<file path="src/rtl/serial_sub_pkg.sv">
// Purpose: shared FSM encoding and counter sizing for the bit-serial subtractor.
// Latency: n/a (types and constants only).
// Backpressure: n/a.
package serial_sub_pkg;

    typedef enum logic [1:0] {
        IDLE  = 2'd0,
        SHIFT = 2'd1,
        DONE  = 2'd2
    } state_t;

    // Bit-counter width: ceil(log2(width)), never less than one bit.
    function automatic int cnt_width(input int width);
        return (width > 2) ? $clog2(width) : 1;
    endfunction

endpackage

</file>
<file path="src/rtl/full_sub.sv">
// Purpose: 1-bit full subtractor, s = a - b - cIn, cOut = borrow-out.
// Latency: combinational.
// Backpressure: none.
// Ports: a, b operand bits; cIn borrow-in; s difference bit; cOut borrow-out.
module full_sub (
    input  logic a,
    input  logic b,
    input  logic cIn,
    output logic s,
    output logic cOut
);

    assign s    = a ^ b ^ cIn;
    // Borrow when b exceeds a, or when a == b and a borrow is already pending.
    assign cOut = (~a & b) | (~(a ^ b) & cIn);

endmodule

</file>
<file path="src/rtl/serial_sub.sv">
// Purpose: bit-serial WIDTH-bit subtractor (a - b - bin) around one full_sub cell.
// Latency: done pulses WIDTH+1 cycles after the accepted start; one op per WIDTH+2 cycles.
// Backpressure: start is only sampled in IDLE; starts while busy/done are dropped, no queuing.
// Ports: clk, rst_n (sync, active-low); start/a/b/bin request; busy, done pulse, diff, bout result.
module serial_sub
    import serial_sub_pkg::*;
#(
    parameter int WIDTH = 8
) (
    input  logic             clk,
    input  logic             rst_n,
    input  logic             start,
    input  logic [WIDTH-1:0] a,
    input  logic [WIDTH-1:0] b,
    input  logic             bin,
    output logic             busy,
    output logic             done,
    output logic [WIDTH-1:0] diff,
    output logic             bout
);

    localparam int               CNT_W    = cnt_width(WIDTH);
    localparam logic [CNT_W-1:0] LAST_BIT = CNT_W'(WIDTH - 1);

    state_t           state;
    state_t           state_nxt;
    logic [WIDTH-1:0] a_sr;
    logic [WIDTH-1:0] b_sr;
    logic             borrow;
    logic [CNT_W-1:0] cnt;
    logic             fs_s;
    logic             fs_cout;

    full_sub u_full_sub (
        .a    (a_sr[0]),
        .b    (b_sr[0]),
        .cIn  (borrow),
        .s    (fs_s),
        .cOut (fs_cout)
    );

    // State register
    always_ff @(posedge clk) begin
        if (!rst_n) begin
            state <= IDLE;
        end else begin
            state <= state_nxt;
        end
    end

    // Next-state logic
    always_comb begin
        state_nxt = state;
        case (state)
            IDLE:    if (start) state_nxt = SHIFT;
            SHIFT:   if (cnt == LAST_BIT) state_nxt = DONE;
            DONE:    state_nxt = IDLE;
            default: state_nxt = IDLE;
        endcase
    end

    // Status outputs are pure state decodes, so busy and done can never overlap.
    always_comb begin
        busy = 1'b0;
        done = 1'b0;
        case (state)
            SHIFT:   busy = 1'b1;
            DONE:    done = 1'b1;
            default: ;
        endcase
    end

    // Datapath: operand shifters, borrow flop, bit counter and result register.
    always_ff @(posedge clk) begin
        if (!rst_n) begin
            a_sr   <= '0;
            b_sr   <= '0;
            borrow <= 1'b0;
            cnt    <= '0;
            diff   <= '0;
            bout   <= 1'b0;
        end else begin
            case (state)
                IDLE: begin
                    if (start) begin
                        a_sr   <= a;
                        b_sr   <= b;
                        borrow <= bin;
                        cnt    <= '0;
                        diff   <= '0;
                    end
                end
                SHIFT: begin
                    a_sr   <= {1'b0, a_sr[WIDTH-1:1]};
                    b_sr   <= {1'b0, b_sr[WIDTH-1:1]};
                    borrow <= fs_cout;
                    cnt    <= cnt + 1'b1;
                    // Difference bits enter at the MSB; after WIDTH shifts bit i sits in diff[i].
                    diff   <= {fs_s, diff[WIDTH-1:1]};
                    // bout stays at the previous result until the last bit is processed.
                    if (cnt == LAST_BIT) begin
                        bout <= fs_cout;
                    end
                end
                default: ;
            endcase
        end
    end

endmodule
</file>
<file path="config.mk">
export PLATFORM = sky130hd
export DESIGN_NAME = serial_sub
export DESIGN_NICKNAME = d
export VERILOG_FILES = /design/src/rtl/serial_sub_pkg.sv /design/src/rtl/full_sub.sv /design/src/rtl/serial_sub.sv
export SDC_FILE = /design/constraint.sdc
export NUM_CORES = 1
export LEC_CHECK = 0
export CAP_MARGIN = 20
export CORE_MARGIN = 5
export CORE_UTILIZATION = 49
export CTS_CLUSTER_SIZE = 10
export DETAILED_ROUTE_END_ITERATION = 10
export GPL_ROUTABILITY_DRIVEN = 1
export PLACE_DENSITY = 0.78
export REMOVE_ABC_BUFFERS = 1
export SLEW_MARGIN = 20
export SYNTH_ARGS = -nofsm -noshare
export SYNTH_HDL_FRONTEND = slang
export SYNTH_SLANG_ARGS = --single-unit
</file>
<file path="constraint.sdc">
create_clock -name clk -period 1.48 [get_ports clk]
set_clock_uncertainty 0.15 [all_clocks]
set_input_delay 0.296 -clock clk [delete_from_list [all_inputs] [get_ports clk]]
set_output_delay 0.296 -clock clk [all_outputs]
set_load 0.05 [all_outputs]
</file>
Yosys cells after proc, flatten, opt, wreduce, memory -nomap -nowiden
Index checks and enable logic that the tools add are counted.
{ "totals": {"reg_bits": 31, "in_bits": 20, "output_inout_bits": 11, "wordCells": 40} }
{ "classes": {"add_sub_neg": 1, "eq_ne": 5, "muxes": 15, "bitwise_logic": 7, "n_reduce_logical": 5} }
{ "ops": {"columns": ["cell", "n"], "rows": [
  ["$pmux W8 S2", 3],
  ["$mux W8", 3],
  ["$pmux W3 S2", 1],
  ["$reduce_and A2 Y1", 3],
  ["$mux W2", 2],
  ["$ne A2 B2 Y1 const B", 2],
  ["$pmux W2 S2", 1],
  ["$add A3 B1 Y3 const B", 1],
  ["$eq A3 B3 Y1 const B", 1],
  ["$mux W1", 3],
  ["$mux W3", 1],
  ["$and A1 B1 Y1", 2],
  ["$eq A2 B1 Y1 const B", 1],
  ["$eq A2 B2 Y1 const B", 1],
  ["$logic_not A2 Y1", 1],
  ["$not A1 Y1", 2],
  ["$pmux W1 S2", 1],
  ["$reduce_bool A2 Y1", 1],
  ["$xor A1 B1 Y1", 2],
  ["$or A1 B1 Y1", 1]
]} }

Logic depth before layout (Yosys ltp)
{ "logic_depth": {"word_depth": 5, "ltp_mapped": 5, "mapped_depth_nobuf": 5} }

By module
From an unflattened synthesis, not the netlist that was laid out.
{ "unflattened": {"cells_unflattened": 142, "area_unflattened_um2": 1323.8} }
{ "by_module_without_submodules": {"columns": ["module", "n_inst", "cells_per_inst", "area_per_inst_um2", "seq_area_each_um2"], "rows": [
  ["serial_sub", 1, 138, 1292.5, 620.6],
  ["full_sub", 1, 4, 31.3, 0.0]
]} }

Worst setup path after synthesis
Ideal clock, no wire load.
{ "synth_timing": {"path_kind": "register -> output", "from": "reg state[0]", "to": "out done", "t_arrival_ns": 1.221, "t_required_ns": 1.034, "slack_ns": -0.187, "path_stages_with_launch": 3, "n_path_buf": 1, "path_cell_list": "dfxtp_1 > buf_2 > nor2b_1"} }
{ "synth_via": {"elab_chain_cells": 2} }
{ "synth_lines": {"columns": ["element", "line", "rtl"], "rows": [
  ["start: declaration", "serial_sub.sv:25", "state_t state;"],
  ["start signal: assignment", "serial_sub.sv:47", "state <= state_nxt;"],
  ["$eq A2 B2 Y1", "serial_sub.sv:66", "case (state)"],
  ["$mux W1", "serial_sub.sv:66", null],
  ["end: declaration", "serial_sub.sv:17", "output logic done,"]
]} }
Every way passes these cells.

Final worst setup path
{ "layout_timing": {"from": "reg state[1]", "to": "out busy"} }
{ "layout_via": {"elab_chain_cells": 2} }
{ "layout_lines": {"columns": ["element", "line", "rtl"], "rows": [
  ["$eq A2 B1 Y1", "serial_sub.sv:66", null],
  ["$mux W1", "serial_sub.sv:66", null],
  ["end: declaration", "serial_sub.sv:16", "output logic busy,"]
]} }
Every way passes these cells.

==> reports/results.txt <==
The initial antenna violation count was 0. For this run, the post-layout net count is 205. The total number of H-tree levels is 2. The worst setup path is captured at an output port. Counting the fill cells in the layout gives 199. The run finished with clean final reports. The run gives 340 ps as the clock latency reported for the late side of the worst-skew pair.

The total clock sinks was 31; the pin count of the biggest net entering global routing was 15. The most common cell after layout, fill and taps aside is sky130_fd_sc_hd__dfxtp_1. In the routed design, unresolved DRC markers number 0. The stage delay of the slowest cell on the critical path came out at 360 ps. The run gives 0.000900 V as the worst vdd rail ir drop. No sink is reached through more buffers than the 2 on the longest clock path.

The data required time of the critical path is 1030 ps, and the clock network power share is 0.358. In this run, placement finished with an instance count of 202. The number of maximum-capacitance violations is 0. The critical path starts at state[1].

The tools report the area of the mapped netlist as 1380 sq um. The logs give 5 for the number of buffers inserted during clock tree synthesis and 1182 for the number of global-route vias before repair. At the worst endpoint, the arrival time is 1020 ps. Wire length of the first global-routing pass: 4.89 mm.

In this run the worst hold path is classified as flip-flop to flip-flop. The signal on the critical path passes through nand2b_4 -> clkinv_4 -> buf_12. After detailed routing, the number of vias per cell comes to 5.41.

The register share of total power was 0.467; the leakage power was 0.782 nW. The tools report the maximum clock rate as 681 MHz. The count of buffers added on input and output ports is 30. Setup violations remaining at the end of the flow were counted as 0. The final cell area excluding filler cells came out at 2000 sq um. The type of the worst setup path is flip-flop to output port.

Counting flops and latches in the post-synthesis netlist gives 31. The count of nets left with antenna violations once routing finished came out at 0. The tools report the overall power of the completed layout as 1.94 mW. Once placement finished, the instance area stood at 1860 sq um.

After the first detailed-routing iteration, the DRC count stood at 17. Synthesis instantiated 26 different standard cells from the library. Measured along the x axis, the die boundary spans 63.1 um.

Share of layout cells above drive strength 1: 0.301. The logs give 2.80 mm for the sum of routed wire length over all layers and 4 for the number of detailed-routing iterations run before antenna repair. For the yosys synthesis warning count, the log shows 0. In this run the power density over the cells is 970 nW/um^2. In the synthesized netlist, the number of instances is 140. The total overflow left after global routing is 0. Compared with the post-synthesis result, the final layout area differs by 45.0%.

31 I/O pins were placed. For the aggregate global-route resource usage, the log shows 0.151. In the layout the commonest cells are sky130_fd_sc_hd__dfxtp_1 (29), sky130_fd_sc_hd__clkdlybuf4s50_1 (19), sky130_fd_sc_hd__nor2_1 (16), sky130_fd_sc_hd__nand2_1 (16). Setup repair after global routing could not meet its margin everywhere. The starting density of the core was 0.505. After legalization and detailed placement, the total HPWL measured 2.13 mm. The number of antenna diodes is 0, and the transition time at the pin with the least slew margin is 328 ps. For this design the total switching power over the nets is 0.482 mW.

TritonCTS built the clock tree. Number of vias after detailed routing: 1157. The worst hold path begins at cnt[0]. The number of placement rows came out at 19. Switching portion of total power: 0.248. The worst hold slack after final layout is 317 ps, and the per-cell routed wire length is 13.1 um. Setup slack on the critical path of the routed design comes to 11.8 ps. The share of synthesized area occupied by flip-flops and latches was 0.449; the final critical-path share of the clock period was 0.992.

Averaged over all synthesized cells, the footprint is 9.87 sq um. The tools report the nature of the critical path startpoint as a flip-flop. The tree is rooted in a sky130_fd_sc_hd__clkbuf_4. The clock transition at the registers of the reported paths was 90 ps; the global placer's final weighted congestion was 0.784. For the tightest slew margin relative to the limit, the log shows 0.778.

In this run the worst path has a maximum fanout of 3. The run gives 3980 sq um as the full die area. The die boundary height was 63.1 um. The run gives 2730 sq um as the core area. The count of cells in the finished layout, fillers not included, comes to 214. The number of pins with negative max-slew slack in the final report was 0.

The largest individual stage delay along the critical path comes from the cell sky130_fd_sc_hd__dfxtp_4. Timing analysis after detailed placement gives a worst setup slack of -159 ps. The run gives 0.175 as the combinational share of power. In this run the critical register-to-register path is launched from state[1]. The internal portion of the total power is 1.46 mW. The number of failing hold endpoints at the final stage came out at 0. The worst path needs 1470 ps of the cycle, external delays included.
[critical path: cells and delay by family (launching register included)]
kind / cells / cell delay, ps
DFF: 1 / 360
buffers and inverters: 2 / 200
and+or+nand+nor: 1 / 130
[per-layer routing]
layer | wire length [um] | GRT usage | share of wire | vias up
met3 | 189 | 0.0639 | 0.068 | 6
met5 | 0 | 0 | 0 | -
met2 | 1390 | 0.255 | 0.50 | 36
met4 | 57 | 0.0743 | 0.020 | 0
met1 | 1160 | 0.161 | 0.42 | 535
li1 | - | - | - | 580
[power by group through the flow]
stage / registers, mW / clock network, mW / logic [mW]
global placement: 0.929 / 0 / 0.318
floorplan: 0.943 / 0 / 0.156
detailed placement: 0.931 / 0 / 0.326
global route: 0.915 / 0.759 / 0.369
CTS: 0.908 / 0.711 / 0.341
finish: 0.908 / 0.695 / 0.341
[repair_timing]
item | CTS | global route
pin swaps | 0 | 0
gates cloned | 0 | 0
hold endpoints to repair | 0 | 0
endpoints found under the setup margin | 2 | 2
hold buffers | 0 | 0
buffers inserted | 3 | 1
gates resized for setup | 8 | 0
[synth_stat cells (all sizes together)]
master,number,area (sq um)
dfxtp,31,621
nand2,16,60.1
nor2,16,60.1
a211oi,13,163
mux2i,13,130
buf,10,80.1
o22ai,9,56.3
o21ai,7,35.0
a21oi,5,25.0
inv,4,15.0
nor3,3,15.0
ha,2,25.0
nor4b,2,17.5
a311oi,1,8.76
clkbuf,1,3.75
clkinv,1,5.00
fa,1,20.0
nand2b,1,6.26
nand3,1,5.00
nor2b,1,6.26
o211ai,1,7.51
o21ba,1,16.3
[state kept, by name, summed over array words and instances (netlist names)]
name / cells
a_sr: 8
b_sr: 8
diff: 8
cnt: 3
state: 2
borrow: 1
bout: 1
[final timing paths]
| path | endpoint | cells past startpoint | slack [ps] |
|---|---|---|---|
| setup / recovery | busy | 3 | 10 |
| hold / removal | cnt[0] | 1 | 320 |
| setup reg to reg | b_sr[0] | 5 | 80 |
| hold reg to reg | cnt[0] | 1 | 320 |
[layout make-up]
type / count / area [sq um] / share of cell area
well taps: 31 / 38.8 / 0.0194
clock inverters: 2 / 35.0 / 0.0175
multi-input cells: 93 / 667 / 0.333
clock buffers: 6 / 51.3 / 0.0256
flip-flops and latches: 31 / 628 / 0.314
repair buffers: 46 / 559 / 0.279
inverters: 5 / 23.8 / 0.0119
[cells by family (layout without fill, tap and decap cells)]
kind of cell	after synthesis	after routing	share of synthesized area
and+or+nand+nor	40	40	0.123
adders and majority gates	3	3	0.0326
buffers and inverters	16	59	0.0752
AOI/OAI and AO/OA	37	37	0.226
DFF	31	31	0.449
muxes	13	13	0.0942
[stage by stage]
step | utilization | setup TNS (ps)
finish | 0.733 | 0
global route | 0.733 | -92.7
CTS | 0.730 | 0
detailed placement | 0.681 | -2770
global placement | 0.681 | -2010
floorplan | - | -11830
Power figures use the tool's default switching activity.
